<file path="config.mk">
export PLATFORM = sky130hd
export DESIGN_NAME = xprs_ctx
export DESIGN_NICKNAME = d
export VERILOG_FILES = /design/src/rtl/xprs_pkg.sv /design/src/rtl/xprs_ctx.sv
export SDC_FILE = /design/constraint.sdc
export NUM_CORES = 1
export LEC_CHECK = 0
export CORE_AREA = 2 2 109 111
export DETAILED_ROUTE_END_ITERATION = 10
export DIE_AREA = 0 0 111 113
export GPL_ROUTABILITY_DRIVEN = 1
export PLACE_DENSITY = 0.76
export SYNTH_ARGS = -nofsm -noshare
export SYNTH_HDL_FRONTEND = slang
export SYNTH_SLANG_ARGS = --single-unit
</file>
<file path="constraint.sdc">
create_clock -name clk_i -period 2.8 [get_ports clk_i]
set_input_delay 0.7 -clock clk_i [delete_from_list [all_inputs] [get_ports clk_i]]
set_output_delay 0.7 -clock clk_i [all_outputs]
set_load 0.05 [all_outputs]
</file>
<file path="src/rtl/xprs_pkg.sv">
// Shared definitions for the register-file context save/restore engine:
// default data width, register address width and the FSM state encoding.
package xprs_pkg;

    localparam int XPRS_XLEN   = 64;
    localparam int XPRS_REG_AW = 5;

    typedef enum logic [1:0] {
        ST_IDLE    = 2'd0,
        ST_SAVE    = 2'd1,
        ST_DRAIN   = 2'd2,
        ST_RESTORE = 2'd3
    } xprs_state_e;

endpackage

</file>
<file path="src/rtl/xprs_ctx.sv">
// Context save/restore engine driving the integer register file (2R1W, x0 = 0).
// Optional macro XPRS_CTX_CHKSUM_EN adds chksum_o, the XOR of all transferred words.
module xprs_ctx
    import xprs_pkg::*;
#(
    parameter int XLEN      = XPRS_XLEN,
    parameter int FIRST_REG = 1,
    parameter int LAST_REG  = 31
) (
    input  logic                   clk_i,
    input  logic                   reset_ni,
    input  logic                   start_save_i,
    input  logic                   start_restore_i,
    input  logic                   abort_i,
    output logic                   busy_o,
    output logic                   done_o,
    output logic [XPRS_REG_AW-1:0] xrs1_o,
    input  logic [XLEN-1:0]        xq1_i,
    output logic [XPRS_REG_AW-1:0] xrd_o,
    output logic                   xwe_o,
    output logic [XLEN-1:0]        xd_o,
    output logic [XLEN-1:0]        sq_o,
    output logic                   svalid_o,
    input  logic                   sready_i,
    input  logic [XLEN-1:0]        sd_i,
    input  logic                   sdvalid_i,
    output logic                   sdready_o
`ifdef XPRS_CTX_CHKSUM_EN
    ,
    output logic [XLEN-1:0]        chksum_o
`endif
);

    localparam logic [XPRS_REG_AW-1:0] FIRST_IDX = XPRS_REG_AW'(FIRST_REG);
    localparam logic [XPRS_REG_AW-1:0] LAST_IDX  = XPRS_REG_AW'(LAST_REG);

    xprs_state_e            state_q, state_d;
    logic [XPRS_REG_AW-1:0] idx_q, idx_d;
    logic [XLEN-1:0]        sq_q, sq_d;
    logic                   svalid_q, svalid_d;
    logic                   done_q, done_d;
    logic                   save_load;
    logic                   restore_hs;
    logic                   start_any;

    // Abort beats every handshake, so neither the save register nor the write port may fire with it.
    assign start_any  = (state_q == ST_IDLE) && (start_save_i || start_restore_i);
    assign save_load  = (state_q == ST_SAVE) && !abort_i && (!svalid_q || sready_i);
    assign restore_hs = (state_q == ST_RESTORE) && !abort_i && sdvalid_i;

    always_ff @(posedge clk_i or negedge reset_ni) begin
        if (!reset_ni) begin
            state_q  <= ST_IDLE;
            idx_q    <= FIRST_IDX;
            sq_q     <= '0;
            svalid_q <= 1'b0;
            done_q   <= 1'b0;
        end else begin
            state_q  <= state_d;
            idx_q    <= idx_d;
            sq_q     <= sq_d;
            svalid_q <= svalid_d;
            done_q   <= done_d;
        end
    end

    always_comb begin
        state_d  = state_q;
        idx_d    = idx_q;
        sq_d     = sq_q;
        svalid_d = svalid_q;
        done_d   = 1'b0;
        unique case (state_q)
            ST_IDLE: begin
                if (start_save_i) begin
                    state_d = ST_SAVE;
                    idx_d   = FIRST_IDX;
                end else if (start_restore_i) begin
                    state_d = ST_RESTORE;
                    idx_d   = FIRST_IDX;
                end
            end
            ST_SAVE: begin
                if (abort_i) begin
                    state_d  = ST_IDLE;
                    idx_d    = FIRST_IDX;
                    svalid_d = 1'b0;
                end else if (save_load) begin
                    sq_d     = xq1_i;
                    svalid_d = 1'b1;
                    if (idx_q == LAST_IDX) begin
                        state_d = ST_DRAIN;
                    end else begin
                        idx_d = idx_q + 1'b1;
                    end
                end
            end
            ST_DRAIN: begin
                if (abort_i) begin
                    state_d  = ST_IDLE;
                    idx_d    = FIRST_IDX;
                    svalid_d = 1'b0;
                end else if (svalid_q && sready_i) begin
                    state_d  = ST_IDLE;
                    idx_d    = FIRST_IDX;
                    svalid_d = 1'b0;
                    done_d   = 1'b1;
                end
            end
            ST_RESTORE: begin
                if (abort_i) begin
                    state_d = ST_IDLE;
                    idx_d   = FIRST_IDX;
                end else if (restore_hs) begin
                    if (idx_q == LAST_IDX) begin
                        state_d = ST_IDLE;
                        idx_d   = FIRST_IDX;
                        done_d  = 1'b1;
                    end else begin
                        idx_d = idx_q + 1'b1;
                    end
                end
            end
            default: begin
                state_d  = ST_IDLE;
                idx_d    = FIRST_IDX;
                svalid_d = 1'b0;
            end
        endcase
    end

    assign busy_o    = (state_q != ST_IDLE);
    assign done_o    = done_q;
    assign sq_o      = sq_q;
    assign svalid_o  = svalid_q;
    assign xrs1_o    = (state_q == ST_SAVE) ? idx_q : '0;
    assign xrd_o     = (state_q == ST_RESTORE) ? idx_q : '0;
    assign xd_o      = (state_q == ST_RESTORE) ? sd_i : '0;
    assign xwe_o     = restore_hs;
    assign sdready_o = (state_q == ST_RESTORE);

`ifdef XPRS_CTX_CHKSUM_EN
    logic [XLEN-1:0] chksum_q;

    // Cleared on the start edge, then folds in each word exactly when it is transferred.
    always_ff @(posedge clk_i or negedge reset_ni) begin
        if (!reset_ni) begin
            chksum_q <= '0;
        end else if (start_any) begin
            chksum_q <= '0;
        end else if (save_load) begin
            chksum_q <= chksum_q ^ xq1_i;
        end else if (restore_hs) begin
            chksum_q <= chksum_q ^ sd_i;
        end
    end

    assign chksum_o = chksum_q;
`else
    logic unused_start;
    assign unused_start = start_any;
`endif

endmodule

</file>
==> results.py <==
metrics = {
    "finish": {
        "multi_input_area_um2": 1560,
        "fillers": 852,
        "drive_above_1_share_pct": 28.8,
        "seq_area_um2": 1830,
        "final_util_pct": 65.4,
        "diodes": 0,
        "nets": 697,
        "fin_cells": 708,
        "syn2layout_area_growth_pct": 108,
    },
    "synth": {
        "ys_ff_latch": 73,
        "synth_top_flop_cell": "dfrtp_1",
        "synth_enable_flop_cells": 0,
        "yosysSeqAreaShare_pct": 51.6,
        "syn_area_um2": 3540,
        "yosys.cell_types.count": 36,
        "syn_inst": 291,
        "synth_top_area_share_pct": 50.9,
        "yosysTopAreaCell": "dfrtp_1",
        "yosys_warnings": 0,
        "syn_nets": 428,
        "synth_area_per_cell_um2": 12.2,
        "synthArstFlopShare_pct": 100,
        "synth_area_leaders": "dfrtp_1, mux2_2, and3_1",
    },
    "placement": {
        "place_congestion": 0.854,
        "io_buffers": 277,
        "dp_cells": 692,
        "place_ws_ns": 0.295,
        "detailedPlacementHpwl_um": 9880,
    },
    "clocking": {
        "clk_pin_slew_ns": 0.06,
        "cts.sinks": 73,
        "cts_resized": 0,
        "cts_root_buffer": "clkbuf_16",
        "clk_latency_ns": 0.32,
        "ctsHoldBuffers": 0,
        "tritoncts": "built",
        "h-tree-depth": 3,
        "cts_setup_buffers": 0,
        "numCtsBuffers": 9,
        "ctsLongestPathBuffers": 2,
    },
    "routing": {
        "via_per_inst": 4.80,
        "top_layer": "met4",
        "wl_met2_um": 6510,
        "drt_iter0_markers": 89,
        "wl_met1_um": 4460,
        "vias": 3398,
        "wl_per_cell_um": 17.3,
        "drt-total-wl_um": 12300,
        "dr_wl_met3_um": 1020,
        "drc_errors": 0,
        "drt-pass1-iter-count": 6,
        "ant_nets": 0,
    },
    "worst_hold_path": {
        "hp-class": "flip-flop to flip-flop",
    },
    "sta": {
        "setup_tns_ns": 0,
        "rsz0062_at_grt": "no",
        "fin_crit_ns": 2.51,
        "worst_pin_slew_ns": 0.903,
        "fmax_ghz": 0.398,
        "hold_viol": 0,
        "setup_slack_ns": 0.286,
        "slew_violations": 0,
        "slew_headroom_pct": 39.8,
        "clock_skew_ns": 0.00488,
        "finalSetupViolCount": 0,
        "min_period_over_period_pct": 89.8,
    },
    "critical_path": {
        "cp_top_family": "flip-flops",
        "worstSetupPathType": "flip-flop to output pin",
        "worstPathCellList": "buf_4, and3_1, buf_12",
        "max_stage_delay_ns": 0.68,
        "timing.critical_path.from_type": "flip-flop",
        "cp.buffers_inverters": 2,
        "cp_slowest_cell": "dfrtp_1",
        "arrival_ns": 1.81,
        "worst-path-max-fanout": 34,
        "critPathRequiredTime_ns": 2.10,
        "end_kind": "output pin",
    },
    "power_and_ir_drop": {
        "ir_worst_vdd_uv": 893,
        "internal_power_mw": 4.05,
        "p_leak_nw": 3.25,
        "p_sw_share_pct": 47.6,
        "power_frac_comb_pct": 62.7,
        "powerDensity_nw_per_um2": 1050,
        "clkPwrFrac_pct": 13.3,
        "p_sw_mw": 3.68,
        "pwr-share-seq_pct": 24.0,
    },
    "global_routing": {
        "grt_remaining_overflow": 0,
        "grt_pass1_vias": 3662,
        "antenna_found_initial": 0,
        "grt_max_degree": 74,
        "track_usage_pct": 19.5,
        "grt_pass1_wl_um": 19300,
    },
    "die": {
        "die_w_um": 111,
        "die_y_um": 113,
        "core_um2": 11300,
        "die_area_um2": 12500,
        "design.portCount": 278,
        "core.rowCount": 39,
        "initial_core_util_pct": 31.4,
    },
    "job": {
        "drv_cap": 0,
    },
    "outcome": {
        "status": "finished, final reports clean",
    },
}
==> metal layers <==
metal / global-route usage [%] / up-vias
met3: 6.53 / 19
li1: - / 1581
met4: 7.50 / 0
met2: 35.4 / 170
met5: 0 / -
met1: 21.1 / 1628
==> state kept, by name, indices dropped and copies added, names as in the netlist <==
register	cells
sq_o	64
idx_q	5
state_q	2
done_o	1
svalid_o	1
==> kinds of logic after synthesis <==
logic type,share of synthesized area (%)
compound gates,4.03
mux,21.1
fa+ha+maj,0.707
buf+inv,4.45
simple gates,18.1
flops,51.6
==> area by class of cell <==
| class | count | share of cell area (%) |
|---|---|---|
| clock buffer | 10 | 3.11 |
| clock inverter | 6 | 0.577 |
| inverter | 3 | 0.153 |
| multi-input combinational | 191 | 21.1 |
| sequential | 73 | 24.8 |
| tap | 143 | 2.43 |
| timing repair buffer | 282 | 47.9 |
==> cells in the mapped netlist, types with 2 or more instances <==
library cell and number:
ha_1 2, nor2_1 5, nand2_1 6, nand2b_1 2, and3_1 71, clkbuf_1 16
dfrtp_1 72, mux2_1 5, nor2b_1 3, mux2_2 59, o21ai_0 9, nand3_1 2
and2_1 8, inv_1 3, buf_6 7
==> final timing paths <==
check                      slack (ns)       end  startpoint  cells past startpoint
max                              0.29  xd_o[41]  state_q[1]                      3
min in group asynchronous        0.50  sq_o[39]    reset_ni                      1
min reg2reg                      0.48  sq_o[53]    sq_o[53]                      1
max reg2reg                      0.58  idx_q[0]  state_q[1]                      5
max in group asynchronous        1.71  sq_o[23]    reset_ni                      1
min                              0.48  sq_o[53]    sq_o[53]                      1
==> metrics by stage <==
stage / cell area, µm² / hold slack [ns] / total power [mW]
floorplan: 3540 / 0.404 / 4.89
global placement: 7100 / 0.467 / 6.64
detailed placement: 7100 / 0.474 / 6.75
CTS: 7370 / 0.487 / 7.81
global route: 7370 / 0.495 / 8.07
finish: 7370 / 0.481 / 7.73
==> power by group through the flow <==
stage / clock network, mW / logic (mW) / registers [mW]
2_1_floorplan: 0 / 1.35 / 3.54
3_3_place_gp: 0 / 4.80 / 1.84
3_5_place_dp: 0 / 4.87 / 1.88
4_1_cts: 1.07 / 4.88 / 1.86
5_1_grt: 1.13 / 5.01 / 1.93
6_report: 1.03 / 4.84 / 1.85
==> placed cells by master, fill, tap and decap left out, types with 2 or more instances in the layout <==
cell type,instances
clkdlybuf4s50_1,199
buf_12,73
dfrtp_1,72
and3_1,71
mux2_2,59
buf_4,10
o21ai_0,9
clkbuf_16,9
and2_1,8
nand2_1,6
nor2_1,5
mux2_1,5
nor2b_1,3
inv_1,3
nand3_1,2
nand2b_1,2
ha_1,2
inv_6,2
clkinv_2,2
clkinvlp_4,2
==> worst reg2reg max path, stage by stage, from the launching register on <==
cell	delay, ns
dfrtp_1	0.68
buf_4	0.38
nand2b_1	0.17
o32ai_4	0.40
or2_4	0.22
mux2_4	0.29
Power figures use the tool's default switching activity.
